File: config.mk
export PLATFORM = sky130hd
export DESIGN_NAME = sonar_ping_scheduler
export DESIGN_NICKNAME = d
export VERILOG_FILES = /design/src/rtl/sonar_ping_scheduler.sv
export SDC_FILE = /design/constraint.sdc
export NUM_CORES = 1
export LEC_CHECK = 0
export BUFFER_PORTS_ARGS = -buffer_cell sky130_fd_sc_hd__clkbuf_2
export CAP_MARGIN = 10
export CORE_ASPECT_RATIO = 1.5
export CORE_UTILIZATION = 40
export CTS_CLUSTER_DIAMETER = 200
export DETAILED_ROUTE_END_ITERATION = 10
export GPL_ROUTABILITY_DRIVEN = 0
export PLACE_DENSITY = 0.68
export SLEW_MARGIN = 10
export SYNTH_ARGS = -nofsm -noshare
export SYNTH_HDL_FRONTEND = slang
export SYNTH_SLANG_ARGS = --single-unit
File: constraint.sdc
create_clock -name wb_clk_i -period 3.4 [get_ports wb_clk_i]
set_input_delay 0.17 -clock wb_clk_i [delete_from_list [all_inputs] [get_ports wb_clk_i]]
set_output_delay 0.17 -clock wb_clk_i [all_outputs]
set_load 0.05 [all_outputs]
File: src/rtl/sonar_ping_scheduler.sv
`timescale 1ns/1ps
// Round-robin sonar ping/listen sequencer: clear, burst, blank and listen on each enabled
// channel in ascending order, reporting time-of-flight per channel and a done pulse per sweep.
module sonar_ping_scheduler #(
    parameter int unsigned N_CH    = 2,
    parameter int unsigned CNT_W   = 16,
    parameter int unsigned TX_HALF = 1250,
    localparam int unsigned CH_W   = (N_CH > 1) ? $clog2(N_CH) : 1
) (
    input  logic             wb_clk_i,
    input  logic             wb_rst_i,
    input  logic             start_i,
    input  logic             abort_i,
    input  logic [N_CH-1:0]  en_mask_i,
    input  logic [7:0]       burst_len_i,
    input  logic [CNT_W-1:0] blank_i,
    input  logic [CNT_W-1:0] window_i,
    input  logic             ce_pcm,
    input  logic [N_CH-1:0]  cmp,
    output logic             mclear_o,
    output logic             tx_o,
    output logic [CH_W-1:0]  ch_o,
    output logic             busy_o,
    output logic             res_valid_o,
    output logic [CH_W-1:0]  res_ch_o,
    output logic [CNT_W-1:0] res_tof_o,
    output logic             res_to_o,
    output logic             done_irq_o
);
    localparam int unsigned     HC_W    = (TX_HALF > 1) ? $clog2(TX_HALF) : 1;
    localparam logic [HC_W-1:0] HC_LAST = HC_W'(TX_HALF - 1);

    typedef enum logic [2:0] {
        IDLE,
        CLEAR,
        BURST,
        BLANK,
        LISTEN,
        STORE
    } state_t;

    state_t           state;
    logic [N_CH-1:0]  mask_r;
    logic [7:0]       burst_r;
    logic [CNT_W-1:0] blank_r;
    logic [CNT_W-1:0] window_r;
    logic [HC_W-1:0]  hc;
    logic [7:0]       halves;
    logic [CNT_W-1:0] tof;
    logic [CNT_W-1:0] win;

    logic [CH_W:0]    lowest;
    logic [CH_W:0]    nxt;
    logic             win_hit;

    // {found, index} of the lowest set bit of m at or above position lo
    function automatic logic [CH_W:0] pick_from(input logic [N_CH-1:0] m, input int lo);
        logic [CH_W:0] r;
        r = '0;
        for (int i = int'(N_CH) - 1; i >= 0; i--) begin
            if (i >= lo && m[i]) r = {1'b1, CH_W'(i)};
        end
        return r;
    endfunction

    assign lowest  = pick_from(en_mask_i, 0);
    assign nxt     = pick_from(mask_r, int'(ch_o) + 1);
    // window expires on the tick that brings the tick count up to window (window=0: first tick)
    assign win_hit = ((CNT_W+1)'(win) + (CNT_W+1)'(1)) >= (CNT_W+1)'(window_r);

    always_ff @(posedge wb_clk_i) begin
        if (wb_rst_i) begin
            state       <= IDLE;
            mask_r      <= '0;
            burst_r     <= '0;
            blank_r     <= '0;
            window_r    <= '0;
            hc          <= '0;
            halves      <= '0;
            tof         <= '0;
            win         <= '0;
            mclear_o    <= 1'b0;
            tx_o        <= 1'b0;
            ch_o        <= '0;
            busy_o      <= 1'b0;
            res_valid_o <= 1'b0;
            res_ch_o    <= '0;
            res_tof_o   <= '0;
            res_to_o    <= 1'b0;
            done_irq_o  <= 1'b0;
        end else if (abort_i) begin
            state       <= IDLE;
            hc          <= '0;
            halves      <= '0;
            tof         <= '0;
            win         <= '0;
            mclear_o    <= 1'b0;
            tx_o        <= 1'b0;
            busy_o      <= 1'b0;
            res_valid_o <= 1'b0;
            done_irq_o  <= 1'b0;
        end else begin
            mclear_o    <= 1'b0;
            res_valid_o <= 1'b0;
            done_irq_o  <= 1'b0;
            case (state)
                IDLE: begin
                    if (start_i && (|en_mask_i)) begin
                        mask_r   <= en_mask_i;
                        burst_r  <= burst_len_i;
                        blank_r  <= blank_i;
                        window_r <= window_i;
                        ch_o     <= lowest[CH_W-1:0];
                        busy_o   <= 1'b1;
                        mclear_o <= 1'b1;
                        state    <= CLEAR;
                    end
                end
                CLEAR: begin
                    hc     <= '0;
                    halves <= '0;
                    tof    <= '0;
                    if (burst_r == 8'd0) begin
                        state <= BLANK;
                    end else begin
                        tx_o  <= 1'b1;
                        state <= BURST;
                    end
                end
                BURST: begin
                    if (hc == HC_LAST) begin
                        hc <= '0;
                        if (halves == burst_r - 8'd1) begin
                            tx_o  <= 1'b0;
                            state <= BLANK;
                        end else begin
                            halves <= halves + 8'd1;
                            tx_o   <= ~tx_o;
                        end
                    end else begin
                        hc <= hc + HC_W'(1);
                    end
                end
                BLANK: begin
                    if (tof == blank_r) begin
                        win   <= '0;
                        state <= LISTEN;
                    end else if (ce_pcm) begin
                        tof <= tof + CNT_W'(1);
                    end
                end
                LISTEN: begin
                    // an echo beats both the tick and the timeout in the same cycle
                    if (cmp[ch_o]) begin
                        res_tof_o   <= tof;
                        res_to_o    <= 1'b0;
                        res_ch_o    <= ch_o;
                        res_valid_o <= 1'b1;
                        state       <= STORE;
                    end else if (ce_pcm) begin
                        if (win_hit) begin
                            res_tof_o   <= '1;
                            res_to_o    <= 1'b1;
                            res_ch_o    <= ch_o;
                            res_valid_o <= 1'b1;
                            state       <= STORE;
                        end else begin
                            win <= win + CNT_W'(1);
                            if (tof != '1) tof <= tof + CNT_W'(1);
                        end
                    end
                end
                STORE: begin
                    if (nxt[CH_W]) begin
                        ch_o     <= nxt[CH_W-1:0];
                        mclear_o <= 1'b1;
                        state    <= CLEAR;
                    end else begin
                        busy_o     <= 1'b0;
                        done_irq_o <= 1'b1;
                        state      <= IDLE;
                    end
                end
                default: state <= IDLE;
            endcase
        end
    end

endmodule

==> impl_table.tex <==
\begin{tabular}{lr}
\hline
Metric & Value \\
\hline
\multicolumn{2}{l}{\textbf{Yosys}} \\
Post-synth top area cell & sky130\_fd\_sc\_hd\_\_dfxtp\_1 \\
Area share of the leading cell type in the synthesized netlist & 39.0\% \\
Post-Synthesis Net Count & 837 \\
Synthesized flop and latch total & 119 \\
Number of instances in the synthesized netlist & 766 \\
Async SR Flop Fraction & 0\% \\
Number of enable-type register cells in the synthesized netlist & 0 \\
Most instantiated cells after synthesis & 119 x sky130\_fd\_sc\_hd\_\_dfxtp\_1, 118 x sky130\_fd\_sc\_hd\_\_nand2\_1, 86 x sky130\_fd\_sc\_hd\_\_a21oi\_1, 62 x sky130\_fd\_sc\_hd\_\_nor2\_1, 40 x sky130\_fd\_sc\_hd\_\_nor3\_1 \\
Primary FF master, synth & sky130\_fd\_sc\_hd\_\_dfxtp\_1 \\
Netlist Area Pre-Place & 6100 µm² \\
Number of distinct standard cells referenced by the synthesized netlist & 70 \\
Leading cell types by total area after synthesis & sky130\_fd\_sc\_hd\_\_dfxtp\_1 39\%, sky130\_fd\_sc\_hd\_\_nand2\_1 7.3\%, sky130\_fd\_sc\_hd\_\_a21oi\_1 7.1\% \\
Avg Cell Area, Syn & 7.96 µm² \\
Most common cell in the synthesized netlist & sky130\_fd\_sc\_hd\_\_dfxtp\_1 \\
Warnings from Yosys & 0 \\
Part of the Yosys area used for sequential elements & 39.0\% \\
\multicolumn{2}{l}{\textbf{Run}} \\
Max Cap Viol & 0 \\
\multicolumn{2}{l}{\textbf{Die}} \\
Initial Util & 41.4\% \\
Number of rows in the core area & 54 \\
Die span in y & 153 µm \\
I/O pin cnt & 73 \\
Horizontal die dimension & 103 µm \\
Std-Cell Core Area & 14,700 µm² \\
Full die area & 15,800 µm² \\
\multicolumn{2}{l}{\textbf{Power and ir drop}} \\
IR drop worst, VDD & 0.000279 V \\
Standby leakage power & 3.18 nW \\
Ratio of total power to cell area & 436 nW/µm² \\
Total power of the final layout & 3.48 mW \\
\multicolumn{2}{l}{\textbf{Placed design}} \\
Placed wire-length estimate & 11,100 µm \\
Pre-CTS setup slack & -39.8 ps \\
Number of buffers added on ports & 72 \\
\multicolumn{2}{l}{\textbf{Global routing}} \\
Wire length of the first global-routing pass & 26,500 µm \\
Largest net degree at the start of global routing & 63 \\
Via count of the first global-routing pass & 5,457 \\
Initial antenna violation count & 0 \\
Grt total ovfl & 0 \\
Total Routing Usage GR & 21.6\% \\
\multicolumn{2}{l}{\textbf{Critical path}} \\
Critical path required time & 3740 ps \\
Critical path data arrival time & 3640 ps \\
Type of origin of the critical path & flop \\
Type of the worst setup path & flop to flop \\
Largest driver fanout on the critical path & 6 \\
Kind of end point of the critical path & flop \\
\multicolumn{2}{l}{\textbf{CTS}} \\
Clk\_lat worst skew & 410 ps \\
Clock buffers created by TritonCTS & 17 \\
Post-CTS clock slew at the launch and capture registers of the worst setup and hold paths & 50 ps \\
Maximum level of the CTS H-tree & 4 \\
Bufs on Longest Clock Path & 2 \\
Clock Sink Count & 119 \\
CTS tree & done \\
CTS root buf & sky130\_fd\_sc\_hd\_\_clkbuf\_16 \\
\multicolumn{2}{l}{\textbf{Routing}} \\
Average routed wire per standard cell & 15.3 µm \\
Antenna-violating nets left & 0 \\
DRT iter0 DRCs & 284 \\
Detailed Routing Iterations Pass 1 & 5 \\
Total number of vias & 5,928 \\
DRC viols & 0 \\
Aggregate routed wire length & 16,900 µm \\
Via count normalized by instance count & 5.38 \\
\multicolumn{2}{l}{\textbf{STA}} \\
Max Fclk & 303 MHz \\
Final-report hold violation count & 0 \\
Max Slew Vio Count & 0 \\
Fraction of the cycle the final worst path needs & 97.1\% \\
Fin crit period & 3300 ps \\
Final count of negative-setup-slack endpoints & 0 \\
Clock Skews & 6.96 ps \\
Slew of the pin with the lowest slew margin & 862 ps \\
Final worst slack & 98.7 ps \\
Setup tns final & 0 ps \\
Max-slew headroom at the worst pin & 41.4\% \\
Hold\_ws & 0.834 ps \\
\multicolumn{2}{l}{\textbf{Final layout}} \\
\# fillers & 1,396 \\
Area taken by flip-flops and latches & 2380 µm² \\
Layout cells sized above 1 & 22.7\% \\
Final \#Nets & 963 \\
Diode insertion count for antenna repair & 0 \\
Multi-input gate area in the final layout & 3590 µm² \\
Area added between synthesis and finish & 30.8\% \\
\multicolumn{2}{l}{\textbf{Worst hold path}} \\
Kind of path behind the tightest hold check & input port to flop \\
\multicolumn{2}{l}{\textbf{Status}} \\
Run status & finished, final reports clean \\
\hline
\end{tabular}
[routing by layer]
metal / up-vias / part of all wire, % / global-route usage (%)
met5: - / 0 / 0
li1: 2964 / - / -
met4: 0 / 1.9 / 8.32
met1: 2797 / 40 / 24.2
met3: 20 / 4.1 / 4.30
met2: 147 / 54 / 39.1
[cells in the final DEF (no fill, tap or decap), types with 4 or more instances in the layout]
| cell | n |
|---|---|
| sky130_fd_sc_hd__nand3_1 | 25 |
| sky130_fd_sc_hd__a211oi_1 | 5 |
| sky130_fd_sc_hd__or2_2 | 5 |
| sky130_fd_sc_hd__a31oi_1 | 4 |
| sky130_fd_sc_hd__a22o_1 | 8 |
| sky130_fd_sc_hd__o21ai_0 | 25 |
| sky130_fd_sc_hd__nor2b_1 | 4 |
| sky130_fd_sc_hd__nand2_1 | 118 |
| sky130_fd_sc_hd__a21oi_1 | 82 |
| sky130_fd_sc_hd__nor3b_1 | 6 |
| sky130_fd_sc_hd__or3_1 | 7 |
| sky130_fd_sc_hd__xnor2_1 | 7 |
| sky130_fd_sc_hd__o31ai_1 | 10 |
| sky130_fd_sc_hd__clkbuf_2 | 72 |
| sky130_fd_sc_hd__nor3_1 | 38 |
| sky130_fd_sc_hd__or4_1 | 9 |
| sky130_fd_sc_hd__clkbuf_16 | 19 |
| sky130_fd_sc_hd__nor2_1 | 59 |
| sky130_fd_sc_hd__inv_1 | 25 |
| sky130_fd_sc_hd__dlygate4sd3_1 | 29 |
| sky130_fd_sc_hd__clkinv_2 | 5 |
| sky130_fd_sc_hd__nor4_1 | 7 |
| sky130_fd_sc_hd__and3_1 | 10 |
| sky130_fd_sc_hd__mux2i_1 | 6 |
| sky130_fd_sc_hd__and4_1 | 4 |
| sky130_fd_sc_hd__buf_4 | 47 |
| sky130_fd_sc_hd__nand4_1 | 12 |
| sky130_fd_sc_hd__dfxtp_1 | 117 |
| sky130_fd_sc_hd__ha_1 | 21 |
| sky130_fd_sc_hd__xor2_1 | 29 |
[layout make-up]
cell class,count,share of cell area (%)
inverter,25,1.18
clock buffer,20,5.72
multi-input combinational,576,45.0
timing repair buffer,153,13.8
tap,196,3.07
clock inverter,12,1.30
sequential,119,29.9
[registers in the layout (all words and copies together), names as in the netlist, 3 cells and up]
name       cells
tof           16
win           16
state          3
halves         8
blank_r       16
hc            11
res_tof_o     16
window_r      16
burst_r        8
[critical path, stage by stage, from the launching register on]
cell	delay (ps)
sky130_fd_sc_hd__dfxtp_2	340
sky130_fd_sc_hd__ha_2	180
sky130_fd_sc_hd__nand3_2	100
sky130_fd_sc_hd__nor3_2	210
sky130_fd_sc_hd__nand4_1	170
sky130_fd_sc_hd__xnor2_2	180
sky130_fd_sc_hd__ha_1	330
sky130_fd_sc_hd__a21o_1	160
sky130_fd_sc_hd__a221o_1	350
sky130_fd_sc_hd__a31oi_4	180
sky130_fd_sc_hd__buf_4	150
sky130_fd_sc_hd__a41oi_4	160
sky130_fd_sc_hd__or4_4	580
sky130_fd_sc_hd__a21oi_2	130
[metrics by stage]
step	instance area, µm²	std cells	utilization [%]
floorplan	6120	766	-
global placement	6810	1026	46.2
detailed placement	6810	1026	46.2
CTS	7690	1088	52.2
global route	7980	1101	54.2
finish	7980	1101	54.2
[report_power, final]
group	internal [mW]	total, mW	switching [mW]
registers	1.42	1.44	0.0232
clock network	1.04	1.70	0.659
logic	0.139	0.340	0.201
[worst paths after layout]
kind	cells past startpoint	endpoint	slack [ps]	startpoint
setup / recovery	13	tof[3]	100	win[1]
hold / removal	3	blank_r[7]	0.8	blank_i[7]
setup reg to reg	13	tof[3]	100	win[1]
hold reg to reg	2	mask_r[1]	450	mask_r[1]
[what timing repair did]
item,in CTS,in global routing
setup endpoints to repair,21,50
endpoints found under the hold margin,29,0
pin swaps,2,19
gates cloned,1,4
resized for setup,2,28
hold buffers,29,0
setup buffers,0,9
[kinds of logic (layout without fill, tap and decap cells)]
family                     count (synthesis)  count (layout)  share of synthesized area (%)
DFF                                      119             119                           39.0
and+or+nand+nor                          337             337                           27.1
adders and majority gates                 22              22                           4.51
muxes                                      7               7                           1.15
xor gates and xnor gates                  38              38                           5.46
AOI/OAI and AO/OA                        169             172                           17.3
buffers and inverters                     74             210                           5.46
No activity file was read; power rests on OpenSTA's default activity.
